`config.mk`:
```
export PLATFORM = sky130hd
export DESIGN_NAME = mem_arbiter
export DESIGN_NICKNAME = d
export VERILOG_FILES = /design/src/rtl/mem_arbiter.sv
export SDC_FILE = /design/constraint.sdc
export NUM_CORES = 1
export LEC_CHECK = 0
export BUFFER_PORTS_ARGS = -buffer_cell sky130_fd_sc_hd__buf_2
export CORE_MARGIN = 1
export CORE_UTILIZATION = 46
export DETAILED_ROUTE_END_ITERATION = 8
export PLACE_DENSITY = 0.91
export SYNTH_ARGS = -nofsm -noshare
export SYNTH_HDL_FRONTEND = slang
export SYNTH_SLANG_ARGS = --single-unit
```
`constraint.sdc`:
```
create_clock -name i_clk -period 5.2 [get_ports i_clk]
set_input_delay 0.78 -clock i_clk [delete_from_list [all_inputs] [get_ports i_clk]]
set_output_delay 0.78 -clock i_clk [all_outputs]
set_load 0.02 [all_outputs]
```
`src/rtl/mem_arbiter.sv`:
```
// mem_arbiter: round-robin arbiter sharing one memory port between icache refill and data paths
// Ports: i_clk/i_rst (sync, active-high); i_ic_* / o_ic_* instruction side;
//        i_dm_* / o_dm_* data side; o_mem_* / i_mem_* external bus.
//        Each side gets a one-cycle ready pulse, plus err on watchdog timeout.
module mem_arbiter #(
  parameter int XLEN    = 32,
  parameter int TIMEOUT = 64
) (
  input  logic            i_clk,
  input  logic            i_rst,
  input  logic            i_ic_req,
  input  logic [XLEN-1:0] i_ic_addr,
  output logic [XLEN-1:0] o_ic_data,
  output logic            o_ic_ready,
  output logic            o_ic_err,
  input  logic            i_dm_req,
  input  logic            i_dm_wen,
  input  logic [XLEN-1:0] i_dm_addr,
  input  logic [XLEN-1:0] i_dm_wdata,
  input  logic [3:0]      i_dm_be,
  output logic [XLEN-1:0] o_dm_rdata,
  output logic            o_dm_ready,
  output logic            o_dm_err,
  output logic            o_mem_req,
  output logic            o_mem_we,
  output logic [XLEN-1:0] o_mem_addr,
  output logic [XLEN-1:0] o_mem_wdata,
  output logic [3:0]      o_mem_be,
  input  logic [XLEN-1:0] i_mem_rdata,
  input  logic            i_mem_ack
);
  localparam logic [1:0] IDLE  = 2'd0;
  localparam logic [1:0] BUS_I = 2'd1;
  localparam logic [1:0] BUS_D = 2'd2;
  localparam logic [1:0] RESP  = 2'd3;
  localparam int CW = (TIMEOUT > 1) ? $clog2(TIMEOUT) : 1;
  logic [1:0]      state_q, state_d;
  logic            last_gnt_q, last_gnt_d;
  logic [CW-1:0]   cnt_q, cnt_d;
  logic            err_q, err_d;
  logic            we_q, we_d;
  logic [XLEN-1:0] addr_q, addr_d;
  logic [XLEN-1:0] wdata_q, wdata_d;
  logic [3:0]      be_q, be_d;
  logic [XLEN-1:0] ic_data_q, ic_data_d;
  logic [XLEN-1:0] dm_data_q, dm_data_d;
  logic            gnt_d_side;
  logic            tmo;
  // last_gnt: 0 = instruction side, 1 = data side; it also names the current winner
  assign gnt_d_side = i_dm_req && (!i_ic_req || !last_gnt_q);
  assign tmo = (TIMEOUT != 0) && (cnt_q == CW'(TIMEOUT - 1));
  always_comb begin
    state_d    = state_q;
    last_gnt_d = last_gnt_q;
    cnt_d      = cnt_q;
    err_d      = err_q;
    we_d       = we_q;
    addr_d     = addr_q;
    wdata_d    = wdata_q;
    be_d       = be_q;
    ic_data_d  = ic_data_q;
    dm_data_d  = dm_data_q;
    case (state_q)
      IDLE: begin
        if (i_ic_req || i_dm_req) begin
          state_d    = gnt_d_side ? BUS_D : BUS_I;
          last_gnt_d = gnt_d_side;
          cnt_d      = '0;
          err_d      = 1'b0;
          we_d       = gnt_d_side && i_dm_wen;
          addr_d     = gnt_d_side ? i_dm_addr : i_ic_addr;
          wdata_d    = gnt_d_side ? i_dm_wdata : '0;
          be_d       = gnt_d_side ? i_dm_be : 4'hF;
        end
      end
      BUS_I, BUS_D: begin
        cnt_d = cnt_q + CW'(1);
        // ack takes priority over a coincident timeout
        if (i_mem_ack || tmo) begin
          state_d = RESP;
          err_d   = !i_mem_ack;
          if (last_gnt_q)
            dm_data_d = (i_mem_ack && !we_q) ? i_mem_rdata : '0;
          else
            ic_data_d = i_mem_ack ? i_mem_rdata : '0;
        end
      end
      default: begin
        state_d = IDLE;
        cnt_d   = '0;
      end
    endcase
  end
  always_ff @(posedge i_clk) begin
    if (i_rst) begin
      state_q    <= IDLE;
      last_gnt_q <= 1'b0;
      cnt_q      <= '0;
      err_q      <= 1'b0;
      we_q       <= 1'b0;
      addr_q     <= '0;
      wdata_q    <= '0;
      be_q       <= '0;
      ic_data_q  <= '0;
      dm_data_q  <= '0;
    end else begin
      state_q    <= state_d;
      last_gnt_q <= last_gnt_d;
      cnt_q      <= cnt_d;
      err_q      <= err_d;
      we_q       <= we_d;
      addr_q     <= addr_d;
      wdata_q    <= wdata_d;
      be_q       <= be_d;
      ic_data_q  <= ic_data_d;
      dm_data_q  <= dm_data_d;
    end
  end
  assign o_mem_req   = (state_q == BUS_I) || (state_q == BUS_D);
  assign o_mem_we    = we_q;
  assign o_mem_addr  = addr_q;
  assign o_mem_wdata = wdata_q;
  assign o_mem_be    = be_q;
  assign o_ic_ready  = (state_q == RESP) && !last_gnt_q;
  assign o_dm_ready  = (state_q == RESP) && last_gnt_q;
  assign o_ic_err    = o_ic_ready && err_q;
  assign o_dm_err    = o_dm_ready && err_q;
  assign o_ic_data   = ic_data_q;
  assign o_dm_rdata  = dm_data_q;
endmodule

```
==> run_results.csv, run 1 <==
group,metric,value,unit
outcome,status,"finished, final reports clean",
worst_setup_path,worstSetupPathType,"register to register",
worst_setup_path,path_max_fanout,32,
sta,tightest_slew,1.18,ns
sta,setup_viol,0,
worst_setup_path,slowest_stage,"or4_2",
floorplan,core,0.0121,mm2
place,hpwlAfterDp,10800,um
synthesis,ys_top_cells_by_area,"dfxtp_1, nand2_1, nand3_2",
cells_and_area,multiInputGateArea,0.00259,mm2
min_path,hp-class,"register to register",
synthesis,synth_ff_type,"dfxtp_1",
sta,slew_headroom,21.4,%
synthesis,ys_warn_count,0,
floorplan,die_y,113,um
synthesis,synth_top_area_share,50.2,%
worst_setup_path,critical_path_buf_inv_count,2,
pwr,total_power,3780,uW
cts,clk_pin_slew,0.05,ns
cts,holdBufCountCts,0,
synthesis,synth.distinct_cells,40,
worst_setup_path,crit_path_max_incr_delay,1.13,ns
detailed_routing,ant_nets,0,
cells_and_area,syn2layout_area_growth,34.5,%
cells_and_area,instances_no_fill,1083,
cts,clockBufferDepth,2,
floorplan,core.rowCount,40,
synthesis,synth_top_cell_by_area,"dfxtp_1",
detailed_routing,vias,5589,
worst_setup_path,cp.arrival,2.80,ns
grt,grt_pass1_wl,25000,um
sta,tns,0,ns
floorplan,fp.dieW,113,um
grt,grt_use_total,24.5,%
synthesis,synth.avg_cell_area,8.65,um2
worst_setup_path,crit_path_end_kind,"register",
cells_and_area,fin_util,63.5,%
cts,cts_root_buf,"clkbuf_16",
cts,cts_buffers,17,
sta,slew_violations,0,
worst_setup_path,cp-start-kind,"register",
synthesis,syn-cell-area,0.00570,mm2
sta,setup_ws,2.65,ns
cts,insertion_delay,0.41,ns
place,portBuffers,275,
sta,timing.final.crit_share,49.0,%
worst_setup_path,crit_family,"simple AND/OR/NAND/NOR gates",
detailed_routing,drt_iter0_markers,431,
cts,cts_sinks,143,
grt,grt_overflow,0,
sta,clock_skew,0.00565,ns
job,maxCapViolations,0,
place,pre_cts_ws,2.67,ns
sta,hold_violations,0,
cts,cts_tree,"yes",
cells_and_area,fillerInstances,1016,
worst_setup_path,cp_data_required_time,5.45,ns
detailed_routing,via_per_inst,5.16,
cts,cts_resized,0,
sta,post-route-min-period,2.55,ns
synthesis,ys_ff_latch,143,
detailed_routing,drc_errors,0,
cells_and_area,drive_gt1_share,37.9,%
grt,antenna_found_initial,0,
place,place.gp.congestion,0.794,
cells_and_area,finalNetCount,1045,
cells_and_area,seq_area,0.00286,mm2
cts,htreeDepth,4,
grt,grt_max_degree,90,
pwr,peakVddDrop,0.264,mV
detailed_routing,routed_wl,15800,um
synthesis,async_reset_ff_share,0,%
floorplan,die_area,0.0128,mm2
pwr,p_leak,0.00349,uW
cells_and_area,antenna_cells,0,
pwr,powerDensity,493,mW/mm2
sta,max_freq,0.393,GHz
grt,grt_pass1_vias,5207,
worst_setup_path,worstPathCellList,"inv_1 > ha_1 > inv_2 > or4_2 > nand3_1 > a21oi_1",
detailed_routing,wl_per_cell,14.6,um
cts,post_cts_buffers,0,
floorplan,start_util,47.2,%
sta,rsz0062_at_grt,"no",
detailed_routing,first_pass_iters,7,
synthesis,synthCells,659,
synthesis,synth_edf_count,0,
synthesis,syn_nets,800,
synthesis,ys_seq_area_share,50.2,%
floorplan,io-pin-count,276,
place,dp.cells,1053,
-- cell usage after synthesis (3+ instances only) --
cell type and number:
o22ai_1 4, clkbuf_1 34, buf_2 16, and2_1 3, nand3_1 36, buf_1 4, o21ai_1 20, a22oi_1 33
o21ai_0 15, nor2_1 77, ha_1 3, dfxtp_1 143, nand2_1 104, buf_6 3, a21oi_1 37, a311oi_1 32
nand3_2 31, nand2b_1 34
-- stage by stage --
| step | hold slack, ns | area, um2 |
|---|---|---|
| 2_1_floorplan | 0.449 | 5700 |
| 6_report | 0.458 | 7660 |
| 3_3_place_gp | 0.443 | 7120 |
| 4_1_cts | 0.461 | 7660 |
| 5_1_grt | 0.470 | 7660 |
| 3_5_place_dp | 0.451 | 7120 |
-- cell families (layout without fill, tap and decap cells) --
| group | count (synthesis) | count (layout) | share of synthesized area [%] |
|---|---|---|---|
| simple gates | 299 | 299 | 26.4 |
| compound gates | 148 | 148 | 17.1 |
| flops | 143 | 143 | 50.2 |
| buf+inv | 60 | 316 | 4.70 |
| xor+xnor | 4 | 4 | 0.615 |
| fa+ha+maj | 3 | 3 | 0.659 |
| mux | 2 | 2 | 0.351 |
-- state kept, by name, indices dropped and copies added (netlist names) --
| name | flops |
|---|---|
| o_mem_wdata | 32 |
| o_mem_we | 1 |
| o_ic_data | 32 |
| o_dm_rdata | 32 |
| cnt_q | 6 |
| state_q | 2 |
| err_q | 1 |
| o_mem_addr | 32 |
| o_mem_be | 4 |
| last_gnt_q | 1 |
-- per-layer routing --
metal / up-vias / wire length [um] / share of wire (%) / GRT usage, %
li1: 2773 / - / - / -
met1: 2545 / 6700 / 42 / 29.7
met2: 238 / 7590 / 48 / 40.2
met3: 33 / 1150 / 7.3 / 6.86
met4: 0 / 380 / 2.4 / 11.8
met5: - / 0 / 0 / 0
-- worst paths after layout --
check,endpoint,depth (start not counted),slack (ns),from
setup / recovery,o_ic_data[31],6,2.65,state_q[0]
hold / removal,o_ic_data[27],2,0.46,o_ic_data[27]
setup reg to reg,o_ic_data[31],6,2.65,state_q[0]
hold reg to reg,o_ic_data[27],2,0.46,o_ic_data[27]
-- placed cells by master (no fill, tap or decap), types with 3 or more instances in the layout --
cell and instances:
nor2_1 77, nand3_2 31, clkbuf_1 5, o21ai_0 15, clkinv_2 4, buf_2 274
a21oi_1 37, clkbuf_16 17, buf_4 9, and2_1 3, nand2_1 104, ha_1 3
nand2b_1 34, a22oi_1 33, nand3_1 36, o22ai_1 4, dfxtp_1 143, o21ai_1 19
a311oi_1 32
-- power breakdown --
group / switching (uW) / leakage, uW / internal [uW] / total, uW
combinational: 817 / 0.00205 / 419 / 1240
sequential: 115 / 0.00117 / 1290 / 1410
clock: 425 / 0.000271 / 710 / 1140
-- tightest hold or removal path, delay by kind of cell, from the launching register on --
family           cells  cell delay (ns)
AO/OA/AOI/OAI        1             0.05
flip-flops           1             0.31
AND/OR/NAND/NOR      1             0.05
-- final cells by class --
type | count | share of cell area [%]
clock inverter | 7 | 1.16
timing repair buffer | 283 | 18.8
tap | 168 | 2.74
clock buffer | 23 | 5.98
sequential | 143 | 37.4
multi-input combinational | 456 | 33.8
inverter | 3 | 0.147
Note: power is estimated with default switching activity, not from simulation.
==> inputs of run 2 (changes only) <==
--- a/config.mk
+++ b/config.mk
@@ -5,11 +5,12 @@
 export SDC_FILE = /design/constraint.sdc
 export NUM_CORES = 1
 export LEC_CHECK = 0
+export ABC_AREA = 1
 export BUFFER_PORTS_ARGS = -buffer_cell sky130_fd_sc_hd__buf_2
 export CORE_MARGIN = 1
-export CORE_UTILIZATION = 46
+export CORE_UTILIZATION = 43
 export DETAILED_ROUTE_END_ITERATION = 8
-export PLACE_DENSITY = 0.91
+export PLACE_DENSITY = 0.88
 export SYNTH_ARGS = -nofsm -noshare
 export SYNTH_HDL_FRONTEND = slang
 export SYNTH_SLANG_ARGS = --single-unit
==> constraint.sdc (replaced) <==
create_clock -name i_clk -period 2.2 [get_ports i_clk]
set_input_delay 0.33 -clock i_clk [delete_from_list [all_inputs] [get_ports i_clk]]
set_output_delay 0.33 -clock i_clk [all_outputs]
set_load 0.02 [all_outputs]
==> run 2 against run 1 <==
Effect of this change: final area grew 5.5%; clock skew is 0.0011 ns higher; sequential power grew to 2.6 times the previous value; synthesized cell count rose by 32%; global-route usage down 0.25 points; utilization is 5.3 points lower; clock power up 150%; wire length increased by 15%; die area is 14% higher; largest cell class unchanged.
==> run_results.csv, run 2 <==
group,metric,value,unit
grt,grt_use_total,24.3,%
worst_setup_path,cp-startpoint,"state_q[0]",
detailed_routing,first_pass_iters,7,
cells_and_area,fin_area,0.00808,mm2
sta,hold_violations,0,
worst_setup_path,worstSetupPathType,"register to output port",
cts,cts_resized,0,
sta,max_freq,0.529,GHz
cts,cts_buffers,17,
cells_and_area,final_common_cell,"nand2_1",
worst_setup_path,timing.rr.start,"state_q[0]",
pwr,p_sw,4050,uW
synthesis,synth.most_common_cell,"nand2_1",
place,place_area,0.00750,mm2
cts,cts_root_buf,"clkbuf_16",
floorplan,start_util,44.0,%
cts,cts_tree,"yes",
grt,grt_pass1_wl,27600,um
detailed_routing,drc_errors,0,
detailed_routing,via_per_inst,4.81,
synthesis,synth_edf_count,0,
pwr,p_leak,0.00422,uW
synthesis,ys_ff_latch,143,
sta,tightest_slew,0.981,ns
pwr,p_clk_share,27.5,%
worst_setup_path,worstPathCellList,"ha_1 > inv_1 > nor3_1 > buf_2",
synthesis,synth.distinct_cells,29,
cells_and_area,fin_util,58.2,%
min_path,hp-class,"input port to register",
detailed_routing,ant_nets,0,
pwr,combPwrFrac,37.3,%
cts,clockBufferDepth,2,
synthesis,ys_seq_area_share,46.8,%
cells_and_area,final_cell_mix,"nand2_1, buf_2, dfxtp_1, inv_1, a21oi_1",
worst_setup_path,critical_path_buf_inv_count,2,
grt,antenna_found_initial,1,
synthesis,synth_ff_type,"dfxtp_1",
cts,insertion_delay,0.41,ns
sta,setup_viol,0,
floorplan,die_area,0.0147,mm2
floorplan,io-pin-count,276,
floorplan,fp.dieW,121,um
cts,clk_pin_slew,0.06,ns
sta,post-route-min-period,1.89,ns
synthesis,synth.avg_cell_area,7.05,um2
synthesis,synth_top_cell_by_area,"dfxtp_1",
worst_setup_path,cp-start-kind,"register",
sta,slew_headroom,34.5,%
worst_setup_path,path_max_fanout,4,
grt,grt_max_degree,74,
synthesis,synthCells,867,
place,pre_cts_ws,0.457,ns
floorplan,core.rowCount,43,
synthesis,syn_nets,1008,
grt,grt_pass1_vias,5771,
synthesis,ys_top_cells_by_area,"dfxtp_1, nand2_1, a21oi_1",
cts,htreeDepth,4,
sta,rsz0062_at_grt,"no",
worst_setup_path,crit_family,"flip-flops",
grt,grt_overflow,0,
pwr,switching_share,39.4,%
place,hpwlAfterDp,12900,um
detailed_routing,routed_wl,18200,um
cells_and_area,finalNetCount,1259,
cells_and_area,fillerInstances,1300,
synthesis,ys_warn_count,0,
floorplan,core,0.0139,mm2
sta,timing.final.crit_share,86.0,%
synthesis,syn-cell-area,0.00611,mm2
cells_and_area,syn2layout_area_growth,32.3,%
sta,slew_violations,0,
job,maxCapViolations,0,
detailed_routing,vias,6310,
detailed_routing,drt_iter0_markers,389,
detailed_routing,wl_per_cell,13.9,um
pwr,p_int,6210,uW
worst_setup_path,cp_data_required_time,1.87,ns
cts,cts_sinks,143,
pwr,peakVddDrop,0.858,mV
sta,setup_ws,0.308,ns
cells_and_area,drive_gt1_share,31.7,%
worst_setup_path,slowest_stage,"dfxtp_1",
floorplan,die_y,121,um
pwr,powerDensity,1270,mW/mm2
synthesis,synth.top_cells.by_count,"nand2_1, dfxtp_1, inv_1, a21oi_1, nor2_1",
min_path,holdCritStartpoint,"i_dm_wdata[25]",
worst_setup_path,crit_path_max_incr_delay,0.35,ns
sta,worst_hold_slack,0.166,ns
worst_setup_path,cp.arrival,1.56,ns
worst_setup_path,crit_path_end_kind,"output port",
cts,holdBufCountCts,0,
sta,tns,0,ns
sta,clock_skew,0.00674,ns
synthesis,async_reset_ff_share,0,%
outcome,status,"finished, final reports clean",
place,portBuffers,275,
pwr,seqPwrFrac,35.3,%
cts,post_cts_buffers,0,
synthesis,synth_top_area_share,46.8,%
place,place.gp.congestion,0.946,
-- run 2: cell count changes in the layout (fill, tap and decap cells not counted), sizes merged, moves of 4 or more --
cell	change
a21oi	+38
a22oi	-33
a311oi	-32
a31oi	+31
inv	+87
nand2	+241
nand2b	-34
nand3	-61
o221a	+4
o22ai	-4
-- run 2: path summary, 6_finish.rpt --
| kind | slack [ns] | end | depth (start not counted) |
|---|---|---|---|
| hold reg to reg | 0.46 | o_mem_wdata[28] | 2 |
| setup / recovery | 0.31 | o_ic_err | 4 |
| setup reg to reg | 0.43 | o_dm_rdata[26] | 6 |
| hold / removal | 0.17 | o_mem_wdata[25] | 3 |
-- run 2: worst min-delay path, delay by kind of cell --
| kind | cells | cell delay [ns] |
|---|---|---|
| buffers and inverters | 1 | 0.09 |
| AND/OR/NAND/NOR | 1 | 0.05 |
| AO/OA/AOI/OAI | 1 | 0.05 |
-- run 2: kinds of logic after synthesis --
group	after synthesis	share of synthesized area (%)
AOI/OAI and AO/OA	145	13.0
adders and majority gates	3	0.614
buffers and inverters	142	10.8
DFF	143	46.8
and+or+nand+nor	434	28.7
-- run 2: stage by stage --
step / total power (uW) / std cells
floorplan: 6360 / 867
global placement: 7380 / 1279
detailed placement: 7470 / 1279
CTS: 10300 / 1310
global route: 10900 / 1311
finish: 10300 / 1311
-- run 2: cell type report --
type                            count  area [um2]  share of cell area (%)
Antenna cell                        1        2.50                  0.0310
Clock buffer                       24         502                    6.21
Clock inverter                      7        76.3                   0.944
Inverter                           88         335                    4.15
Multi-Input combinational cell    582        2600                    32.1
Sequential cell                   143        2860                    35.4
Tap cell                          180         225                    2.79
Timing Repair Buffer              286        1480                    18.4
-- run 2: routing by layer --
layer,part of all wire [%],GRT usage (%),vias to the layer above
li1,-,-,3190
met5,0,0,-
met3,6.3,6.63,35
met4,2.8,10.1,0
met2,51,44.0,264
met1,40,26.4,2821
-- run 2: power by group through the flow --
stage	Sequential (uW)	Clock, uW	Combinational, uW
6_report	3620	2820	3820
5_1_grt	3690	2960	4210
4_1_cts	3610	2850	3850
3_5_place_dp	3650	0	3820
3_3_place_gp	3640	0	3740
2_1_floorplan	4420	0	1940
